### src/rtl/dwa_element_selector.sv
// DWA unit-element selector: rotating-pointer thermometer fill with a one-deep valid/ready output register.
// Optional bidirectional rotation is enabled by defining DWA_BIDIR_EN.
module dwa_element_selector #(
    parameter  int unsigned NUM_ELEM = 16,
    localparam int unsigned PTR_W    = $clog2(NUM_ELEM),
    localparam int unsigned CNT_W    = PTR_W + 1
) (
    input  logic                clk_i,
    input  logic                reset_i,
    input  logic                valid_i,
    input  logic [CNT_W-1:0]    count_i,
    output logic                ready_o,
    output logic [NUM_ELEM-1:0] elem_o,
    output logic                valid_o,
    input  logic                ready_i,
    output logic [PTR_W-1:0]    ptr_o,
    output logic                sat_o
);

    logic [NUM_ELEM-1:0] r_elem;
    logic                r_valid;
    logic [PTR_W-1:0]    r_ptr;
    logic                r_sat;
`ifdef DWA_BIDIR_EN
    logic                r_dir;
`endif

    logic                w_accept;
    logic                w_sat;
    logic [CNT_W-1:0]    w_n;
    logic [NUM_ELEM-1:0] w_elem;
    logic [PTR_W-1:0]    w_ptr_nxt;

    assign ready_o  = !r_valid || ready_i;
    assign w_accept = valid_i && ready_o;
    assign w_sat    = count_i > CNT_W'(NUM_ELEM);
    assign w_n      = w_sat ? CNT_W'(NUM_ELEM) : count_i;

    // Element k is on when its distance from the pointer (in fill direction) is below n.
    // n = NUM_ELEM truncates to 0 in the pointer add, so the pointer holds for a full fill.
    always_comb begin
        w_elem    = '0;
        w_ptr_nxt = r_ptr + PTR_W'(w_n);
        for (int k = 0; k < NUM_ELEM; k++) begin
            w_elem[k] = {1'b0, PTR_W'(PTR_W'(k) - r_ptr)} < w_n;
        end
`ifdef DWA_BIDIR_EN
        if (r_dir) begin
            w_ptr_nxt = r_ptr - PTR_W'(w_n);
            for (int k = 0; k < NUM_ELEM; k++) begin
                w_elem[k] = {1'b0, PTR_W'(r_ptr - PTR_W'(k) - PTR_W'(1))} < w_n;
            end
        end
`endif
    end

    // Output stage: load on accept, otherwise drop valid once drained; elem holds its value.
    always_ff @(posedge clk_i or posedge reset_i) begin
        if (reset_i) begin
            r_elem  <= '0;
            r_valid <= 1'b0;
            r_ptr   <= '0;
            r_sat   <= 1'b0;
`ifdef DWA_BIDIR_EN
            r_dir   <= 1'b0;
`endif
        end else if (w_accept) begin
            r_elem  <= w_elem;
            r_valid <= 1'b1;
            r_ptr   <= w_ptr_nxt;
            r_sat   <= w_sat;
`ifdef DWA_BIDIR_EN
            r_dir   <= !r_dir;
`endif
        end else if (ready_i) begin
            r_valid <= 1'b0;
        end
    end

    assign elem_o  = r_elem;
    assign valid_o = r_valid;
    assign ptr_o   = r_ptr;
    assign sat_o   = r_sat;

endmodule

### config.mk
export PLATFORM = sky130hd
export DESIGN_NAME = dwa_element_selector
export DESIGN_NICKNAME = d
export VERILOG_FILES = /design/src/rtl/dwa_element_selector.sv
export SDC_FILE = /design/constraint.sdc
export NUM_CORES = 1
export LEC_CHECK = 0
export CAP_MARGIN = 20
export CORE_UTILIZATION = 33
export CTS_CLUSTER_SIZE = 28
export DETAILED_ROUTE_END_ITERATION = 16
export PLACE_DENSITY_LB_ADDON = 0.3
export SYNTH_ARGS = -nofsm -noshare
export SYNTH_HDL_FRONTEND = slang
export SYNTH_SLANG_ARGS = --single-unit
export TNS_END_PERCENT = 50
### constraint.sdc
create_clock -name clk_i -period 4.05 [get_ports clk_i]
set_input_delay 0.81 -clock clk_i [delete_from_list [all_inputs] [get_ports clk_i]]
set_output_delay 0.81 -clock clk_i [all_outputs]
set_load 0.005 [all_outputs]
* Word level (Yosys, flattened, before mapping)
Index checks and enable logic that the tools add are counted.
Widths: inputs -> output; s select.
** Storage, ports and cells
- Register bits after elaboration :: 22
- Bits of input ports :: 9
** Cells by class
- $add $sub $neg :: 17
- Magnitude comparators :: 17
- Mux-type cells :: 3
- Reduce and logical (&&, ||, !) cells :: 4
** Operators with widths (count)
- $lt 4x5->1 :: 16
- $sub 4x4->4 const A :: 8
- $sub 3x4->4 const A :: 4
- $sub 1x4->4 const A :: 2
- $sub 2x4->4 const A :: 2
- $gt 5x5->1 const B :: 1
- $mux 5 :: 1
- $add 4x4->4 :: 1
- $mux 1 :: 2
- $reduce_bool 2->1 :: 1
- $logic_and 1x1->1 :: 1
- $logic_not 1->1 :: 1
- $logic_or 1x1->1 :: 1

* Depth between registers and ports, before layout
- Word-level depth :: 4
- Mapped depth :: 10
- Gate-level depth less buffers :: 9

* Worst setup path before layout
Ideal clock, no wire load.
- Path type :: input port to flip-flop
- Start :: input count_i[4]
- End :: register r_elem[9], in the netlist elem_o[9]
- Setup time :: 121 ps
- Data arrival time :: 2697 ps
- Setup slack :: 1232 ps
- Cell stages on the path :: 9
- Buffers on the path :: 1
- Cell sequence :: clkbuf_1 > inv_1 > nand2_1 > ha_1 > nor2_1 > nor2_1 > maj3_1 > maj3_1 > o22a_1
** Between the ends
- Longest elaborated chain between the ends :: 3
** Ends and longest elaborated chain
- from (decl) :: RTL line 11 : input logic [CNT_W-1:0] count_i,
- $gt 5x5->1 :: RTL line 36 : assign w_sat = count_i > CNT_W'(NUM_ELEM);
- $mux 5 * :: RTL line 37 : assign w_n = w_sat ? CNT_W'(NUM_ELEM) : count_i;
- $lt 4x5->1 * :: RTL line 45 : w_elem[k] = {1'b0, PTR_W'(PTR_W'(k) - r_ptr)} < w_n;
- to (signal assigned) :: RTL line 68 : r_elem <= w_elem;
- to (decl) :: RTL line 20 : logic [NUM_ELEM-1:0] r_elem;
Mark *: on every way between the ends. The rest lies on a longest branch, timed or not.
A chain may end at the register's enable or synchronous reset.

* Final worst setup path
Ends and elaborated chain as after synthesis.

==> flow_summary.ini <==
[synthesis]
synth.lib_cells_used.distinct = 34
synth.area.top_cells = dfrtp_1 (33%), ha_1 (16%), xnor2_1 (5.7%)
syn_area_sq_um = 1690
synthDominantAreaCellType = dfrtp_1
synth.ff_latch_count = 22
postSynthAreaPerCell_sq_um = 9.60
synth.net_count = 208
yosys_warnings = 0
synth_top_cell_area_share_pct = 32.6
syn_inst_count = 176
synth_sequential_area_ratio_pct = 32.6

[pwr]
pwr-share-comb_pct = 61.7
leakage_nw = 0.874
net-switching-power_mw = 0.586
sequentialPowerShare_pct = 27.6
internal_power_mw = 0.912
power.switching_fraction_pct = 39.1
cellPowerDensity_nw_per_um2 = 709
max-vdd-ir-drop_uv = 275
p_clk_share_pct = 10.6
report.power.total_mw = 1.50

[floorplanning]
coreArea_sq_um = 4820
floorplan.rows = 25
start_util_pct = 35.1
die_height_microns = 73.6
die_w_microns = 73.6
die-area_sq_um = 5410
pin_count = 32

[cells_and_area]
multi_input_comb_area_sq_um = 1040
final_core_utilization_pct = 43.8
area_growth_syn_to_layout_pct = 24.9
finalNetCount = 238
final_cell_count_no_fill = 272
fillCellCount = 499
drive_above_1_share_pct = 6.83
register_area_sq_um = 551
antenna-diode-count = 0

[hold_path]
hp-start = sat_o
worst_hold_path.endpoint = sat_o
holdCritPathClass = reg2reg
whs_path_depth = 2

[drt]
vias = 1307
detail_route.iter0.violations = 56
routedWlPerCell_microns = 13.3
finalWirelength_mm = 3.61
route.detailed.drc = 0
drt_pre_antenna_iters = 4
vias_per_cell = 4.81
postRouteAntennaNets = 0

[sta]
period_share_pct = 74.0
final.min_clock_period_ns = 3.00
skew_ns = 0.00325
maxClockFrequency_mhz = 334
setup_viol = 0
timing.max_slew.rel_slack_pct = 42.4
final-max-slew-violation-count = 0
hold-worst-slack_ns = 0.499
timing_worst_slew_pin_value_ns = 0.863
grt_setup_unrepaired = no
hold_viol_final = 0
fin_setup_tns_ns = 0

[grt]
overflow_left_after_global_routing = 0
grt_max_degree = 23
grt.total_usage_pct = 15.1
global_route_wire_length_before_repair_mm = 6.22
grt_antenna_before_repair = 0
grt_pass1_vias = 1248

[outcome]
outcome = finished clean

[worst_setup_path]
worst-r2r-setup-slack_ns = 1.52
r2r_cells = 8
cp_endpoint_kind = register
timing.critical_path.arrival_ns = 3.15
worst_r2r_endpoint = elem_o[4]
path_max_fanout = 7
critPathLaunchType = primary input
worst-setup-path-type = in2reg
worst_r2r_src = ptr_o[1]
worst_ep_required_time_ns = 4.20

[clock_tree]
clock_insertion_delay_worst_skew_ns = 0.26
cts-resized-gates = 0
cts.hold.buffers_added = 0
cts.clk_slew.worst_paths_ns = 0.08
maximum_root_to_sink_buffer_count = 2
clkSinkCount = 22
cts_buffers = 3
cts_setup_buffers = 0
ctsRootBufferMaster = clkbuf_8
clock_tree_from_tritoncts = built
cts_htree_levels = 1

[placement]
dp.final_hpwl_mm = 2.75
placedCellCount = 268
final_weighted_congestion_in_routability_driven_placement = 0.864
port_buffers = 31

[run]
max_cap_viol_count = 0
==> through the flow <==
| stage | cell area, sq um | setup slack [ns] |
|---|---|---|
| after floorplan | 1690 | 1.23 |
| after global placement | 2060 | 0.872 |
| after detailed placement | 2060 | 0.776 |
| after CTS | 2110 | 1.06 |
| after global routing | 2110 | 0.875 |
| final | 2110 | 1.05 |
==> synthesized netlist by cell type <==
cell / instances
inv_1: 16
maj3_2: 5
ha_1: 22
xnor2_1: 11
o21ai_0: 9
a2111oi_0: 2
o21bai_1: 3
o211ai_1: 1
and2_1: 1
mux2i_1: 1
buf_2: 1
o22a_1: 6
fa_1: 1
nor2_1: 12
nor4_1: 2
o21ba_2: 1
maj3_1: 9
nand2b_1: 3
buf_6: 1
a31oi_1: 4
a21o_1: 2
o21a_1: 1
nor2b_1: 4
xnor2_2: 1
buf_4: 1
nand2_1: 10
o31a_1: 1
a21oi_2: 1
dfrtp_1: 22
a21oi_1: 9
clkbuf_1: 5
o41ai_1: 1
xor2_1: 5
nor3_1: 2
==> cells by family (layout without fill, tap and decap cells) <==
logic type	Yosys count	in the layout	share of synthesized area, %
muxes	1	1	0.592
and+or+nand+nor	34	34	9.18
xor gates and xnor gates	17	17	9.25
buffers and inverters	24	53	6.07
adders and majority gates	37	37	26.1
AOI/OAI and AO/OA	41	41	16.2
DFF	22	22	32.6
==> worst max-delay path by stage <==
stage / slack [ns] / startpoint / to
3_5_place_dp: 0.78 / count_i[4] / elem_o[9]
3_3_place_gp: 0.87 / count_i[4] / elem_o[9]
4_1_cts: 1.06 / count_i[4] / elem_o[9]
5_1_grt: 0.87 / count_i[4] / elem_o[0]
6_report: 1.05 / count_i[4] / elem_o[9]
2_1_floorplan: 1.23 / count_i[4] / elem_o[9]
==> cell type report <==
class                      count  area share, %
inverter                      16           2.84
multi-input combinational    130           49.1
clock buffer                   4           2.61
sequential                    22           26.1
timing repair buffer          33           15.4
tap                           67           3.97
==> metal layers <==
metal / vias to the layer above / wire length (microns) / share of wire, % / GRT usage [%]
met2: 22 / 1600 / 44 / 24.1
met5: - / 0 / 0 / 0
li1: 659 / - / - / -
met3: 2 / 113 / 3.1 / 1.65
met1: 624 / 1870 / 52 / 21.9
met4: 0 / 24 / 0.66 / 3.85
==> registers in the layout (all words and copies together) (netlist names) <==
name,flops
valid_o,1
sat_o,1
ptr_o,4
elem_o,16
==> cell usage in the layout (no fill, tap or decap), types with 2 or more instances in the layout <==
cell and instances:
maj3_2 5, nor3_1 2, buf_4 2, nor2_1 12, ha_1 22, nand2_1 10, clkdlybuf4s50_1 31, maj3_1 9
xnor2_1 11, nor2b_1 4, inv_1 16, o21ai_0 9, a21oi_1 9, xor2_1 5, o22a_1 6, a2111oi_0 2
clkbuf_8 4, nand2b_1 3, a21o_1 2, dfrtp_1 22, a31oi_1 4, o21bai_1 3, nor4_1 2
==> power by group through the flow <==
stage / registers (mW) / clock network (mW) / logic, mW
finish: 0.414 / 0.159 / 0.925
CTS: 0.418 / 0.168 / 0.932
detailed placement: 0.423 / 0 / 0.926
floorplan: 0.382 / 0 / 0.672
global route: 0.434 / 0.176 / 1.05
global placement: 0.420 / 0 / 0.915
==> critical path: stages <==
cell and delay (ns):
clkdlybuf4s50_1 0.41, inv_1 0.21, nand2_1 0.28, ha_1 0.35, nor2_1 0.10, nor2_1 0.06, maj3_1 0.39, maj3_1 0.36
o22a_1 0.16
Power figures use the tool's default switching activity.
==> variant 1, RTL diff (same settings) <==
Change the parameter `NUM_ELEM` from 16 to 32.
--- a/src/rtl/dwa_element_selector.sv
+++ b/src/rtl/dwa_element_selector.sv
@@ -3,3 +3,3 @@
 module dwa_element_selector #(
-    parameter  int unsigned NUM_ELEM = 16,
+    parameter  int unsigned NUM_ELEM = 32,
     localparam int unsigned PTR_W    = $clog2(NUM_ELEM),
Interface: changed (resized count_i, elem_o and ptr_o); port bits go from 32 to 50. No check against the original RTL was run, so the function may have changed too.
==> variant 1 against the unedited design <==
Sequential cell count rose by 17. Clock skew rose by 0.0060 ns. Via count rose by 110%. Total power rose by 110%. Cell area rose by 93%. Wire length rose by 130%. Worst hold slack got worse by 0.015 ns. Maximum frequency fell by 5.1%. Combinational power rose by 120%. Setup slack got worse by 0.16 ns. Synthesized area rose by 99%. Clock power rose by 91%. Critical endpoint is now elem_o[11]$_DFFE_PP0P_.
==> variant 1: results (changes against the unedited design) <==
| Metric | Value |
|---|---|
| Vias | 2769 (+110%) |
| Post-synth top flop | dfrtp_1 |
| Routed Wire Length | 8.228 mm (+130%) |
| I/O Buffers | 49 (+58%) |
| Crit path max-delay family | buffers and inverters |
| WP data arrival | 3.41 ns (+0.26 ns) |
| GRT Util Overall | 16.81% (+1.7 points) |
| Post-CTS setup buffers | 0 (unchanged) |
| Clock Latency Late Sink | 0.30 ns (+0.04 ns) |
| H-Tree Depth | 2 (+1) |
| Worst slew pin tran | 0.7411 ns (-0.1219 ns) |
| Yosys cell types | 37 (+8.8%) |
| Yosys synthesis warning count | 0 (unchanged) |
| Initial antenna violation count | 0 (unchanged) |
| Leak Pwr | 1.843 nW (+110%) |
| Met2 Resource Use GR | 28.15% (+4.1 points) |
| Hold Slack | 0.4846 ns (-0.01470 ns) |
| Reg clk slew, reported paths | approximately 0.090 ns |
| Largest net degree at the start of global routing | 40 (+74%) |
| DRT Pass-1 Iters | 4 (unchanged) |
| Syn_nets | 454 (+120%) |
| Class of the worst hold path | flop to flop |
| Fin Setup TNS | 0 ns (unchanged) |
| GRT met1 Usage | 23.05% (+1.2 points) |
| Outcome | complete, no violations |
| WL met1 | 4.048 mm (+120%) |
| Setup slack, reg-to-reg | 1.35 ns (-0.17 ns) |
| Share of cells above drive strength 1 | 7.311% (+0.48 points) |
| First-pass GRT wire length | 13.68 mm (+120%) |
| Post-cts resize count | 0 (unchanged) |
| HPWL after detailed placement | 6.296 mm (+130%) |
| M3 GR Usage | 2.169% (+0.52 points) |
| # diodes | 0 (unchanged) |
| Metal3 WL | 280 µm (+150%) |
| Routability cong. | 0.8706 (+0.74%) |
| Layout Skew | 0.009273 ns (+0.006025 ns) |
| Bufs on Longest Clock Path | 2 (unchanged) |
| Final hold violation count | 0 (unchanged) |
| Fin nets | 501 (+110%) |
| DRT iter0 DRCs | 80 (+43%) |
| Uppermost layer routed | met4 |
| Slowest stage delay, CP | 0.63 ns (+0.22 ns) |
| Seq/Total Area, Yosys | 29.05% (-3.5 points) |
| Routed wire length on met2 | 3.810 mm (+140%) |
| Top cells by count, synth | a21oi_1, ha_1, dfrtp_1 |
| Crit-path slowest cell | clkdlybuf4s50_1 |
| Number of flip-flops in the largest register | 32 (+16) |
| Cells taking the most area after synthesis | dfrtp_1, ha_1, a21oi_1 |
| DP Area | 3983 µm² (+94%) |
| Largest fanout on the critical path | 11 (+4) |
| Async SR Flop Fraction | 100.0% (unchanged) |
| VDD IR-drop max | 0.2886 mV (+5.1%) |
| Cts bufs inserted | 5 (+2) |
variant 1: area by class of cell:
class,count,area [µm²]
inverters,40,150.1
flip-flops and latches,39,975.9
clock buffers,8,100.1
fillers,1040,5737
well taps,133,166.4
repair buffers,55,535.5
multi-input cells,282,2155
variant 1: logic make-up (layout without fill, tap and decap cells):
| family | count (synthesis) | in the layout | share of synthesized area (%) |
|---|---|---|---|
| flip-flops | 39 | 39 | 29.05 |
| buffers and inverters | 55 | 103 | 6.816 |
| adder cells (fa/ha/maj) | 74 | 74 | 27.67 |
| AO/OA/AOI/OAI | 121 | 121 | 20.97 |
| AND/OR/NAND/NOR | 62 | 62 | 8.976 |
| XOR/XNOR | 25 | 25 | 6.518 |
variant 1: report_power, final:
group	switching [mW]	internal, mW	leakage (nW)	total (mW)
Sequential	0.179	0.553	0.446	0.732
Clock	0.147	0.156	0.0515	0.303
Combinational	1.01	1.05	1.35	2.07
variant 1: final timing paths:
kind,startpoint,end,depth (start not counted)
setup / recovery,count_i[5],elem_o[11]$_DFFE_PP0P_,9
hold / removal,elem_o[7]$_DFFE_PP0P_,elem_o[7]$_DFFE_PP0P_,2
setup reg to reg,ptr_o[1]$_DFFE_PP0P_,elem_o[24]$_DFFE_PP0P_,10
hold reg to reg,elem_o[7]$_DFFE_PP0P_,elem_o[7]$_DFFE_PP0P_,2
max in group asynchronous,reset_i,ptr_o[1]$_DFFE_PP0P_,3
min in group asynchronous,reset_i,elem_o[3]$_DFFE_PP0P_,3
variant 1: metrics by stage:
step           worst slack (ns)  std cells  total power [mW]
6_report                 0.8915        557             3.103
5_1_grt                  0.6190        557             3.464
4_1_cts                  0.8871        557             3.142
3_5_place_dp             0.5469        549             2.815
3_3_place_gp             0.6963        549             2.748
2_1_floorplan             1.134        376             2.092
==> variant 2, RTL diff (config.mk and constraints unchanged) <==
Without the edit above. Reset style: synchronous (`reset_i`), changed in one clocked block.
--- a/src/rtl/dwa_element_selector.sv
+++ b/src/rtl/dwa_element_selector.sv
@@ -57,3 +57,3 @@
     // Output stage: load on accept, otherwise drop valid once drained; elem holds its value.
-    always_ff @(posedge clk_i or posedge reset_i) begin
+    always_ff @(posedge clk_i) begin
         if (reset_i) begin
Formal check against the unedited RTL: differs if reset_i is asserted again (counterexample within 4 cycles, from zero or initial values and one cycle with reset_i high); with reset_i held inactive, the same outputs for 10 cycles.
==> variant 2 against the unedited design <==
Cell area decreased by 3.7%. Wire length increased by 5.3%. Sequential cell count unchanged. Cell count increased by 2.9%. Synthesized area decreased by 1.6%. Count of clock-buffer cells in the layout decreased by 1. Die area decreased by 1.5%. Maximum frequency increased by 2.4%. Synthesized cell count increased by 6.8%. Setup slack improved by 0.070 ns. Critical path type unchanged. Critical endpoint is now elem_o[1]$_SDFFE_PP0P_. Largest cell class unchanged.
Power is not compared: it rests on default switching activity, and its combinational part moved more than twofold at a synthesized area within 25%.
==> variant 2: results (changes against the unedited design) <==
| Metric | Value |
|---|---|
| Hold Slack | 0.4632 ns (-0.03609 ns) |
| Cells taking the most area after synthesis | dfxtp_1, ha_1, a211oi_1 |
| Post-synthesis mux area share | 0% (-0.59 points) |
| Yosys cell types | 42 (+24%) |
| Largest net degree at the start of global routing | 24 (+4.3%) |
| Crit path time final | 2.927 ns (-0.07043 ns) |
| Dpl ws | 0.8531 ns (+0.07707 ns) |
| Routability cong. | 0.8600 (-0.49%) |
| Post-synthesis xor/xnor area fraction | 8.346% (-0.91 points) |
| HPWL after detailed placement | 2.908 mm (+5.6%) |
| Setup slack, reg-to-reg | 1.35 ns (-0.17 ns) |
| M3 GR Usage | 3.315% (+1.7 points) |
| Filler instances | 483 (-3.2%) |
| Finished Layout Cells | 280 (+2.9%) |
| Syn_nets | 220 (+5.8%) |
| Largest fanout on the critical path | 9 (+2) |
| Routed Wire Length | 3.803 mm (+5.3%) |
| DP Area | 1993 µm² (-3.1%) |
| Post-route cell area | 2034 µm² (-3.7%) |
| Top cells by count, synth | dfxtp_1, ha_1, inv_1 |
| GRT met1 Usage | 22.86% (+1.0 points) |
| Async SR Flop Fraction | 0% (-100 points) |
| Vias per cell | 4.929 (+2.6%) |
| Compound-gate portion of the synthesized area | 24.81% (+8.6 points) |
| GRT Util Overall | 16.45% (+1.3 points) |
| DRT iter0 DRCs | 46 (-18%) |
| Synth Area in Adders | 20.75% (-5.4 points) |
| Vias in the first global route | 1341 (+7.5%) |
| Fin nets | 247 (+3.8%) |
| Avg Inst Size Synth | 8.852 µm² (-7.8%) |
| Leak Pwr | 0.8055 nW |
| Post-synth top area cell | dfxtp_1 |
| Outcome | complete, no violations |
| WP data arrival | 3.08 ns (-0.07 ns) |
| Share of cells above drive strength 1 | 6.103% (-0.73 points) |
| First-pass GRT wire length | 6.665 mm (+7.1%) |
| Slowest stage delay, CP | 0.67 ns (+0.26 ns) |
| Bufs on Longest Clock Path | 2 (unchanged) |
| Seq/Total Area, Yosys | 26.47% (-6.1 points) |
| Layout Skew | 0.003924 ns (+0.0006753 ns) |
-- variant 2: cell type report --
class                           count  area share, %
Timing Repair Buffer               31          15.25
Sequential cell                    22          21.65
Clock buffer                        3          2.030
Multi-Input combinational cell    138          53.44
Inverter                           19          3.506
Tap cell                           67          4.121
-- variant 2: metal layers --
| layer | wire length, µm | share of wire (%) |
|---|---|---|
| met1 | 1967 | 52 |
| met2 | 1710 | 45 |
| met3 | 113 | 3.0 |
| met4 | 11 | 0.29 |
| met5 | 0 | 0 |
-- variant 2: path summary, 6_finish.rpt --
check | from | to | cells after the start
min reg2reg | sat_o$_SDFFE_PP0P_ | sat_o$_SDFFE_PP0P_ | 2
max | count_i[4] | elem_o[1]$_SDFFE_PP0P_ | 7
min | sat_o$_SDFFE_PP0P_ | sat_o$_SDFFE_PP0P_ | 2
max reg2reg | ptr_o[1]$_SDFFE_PP0P_ | elem_o[8]$_SDFFE_PP0P_ | 9
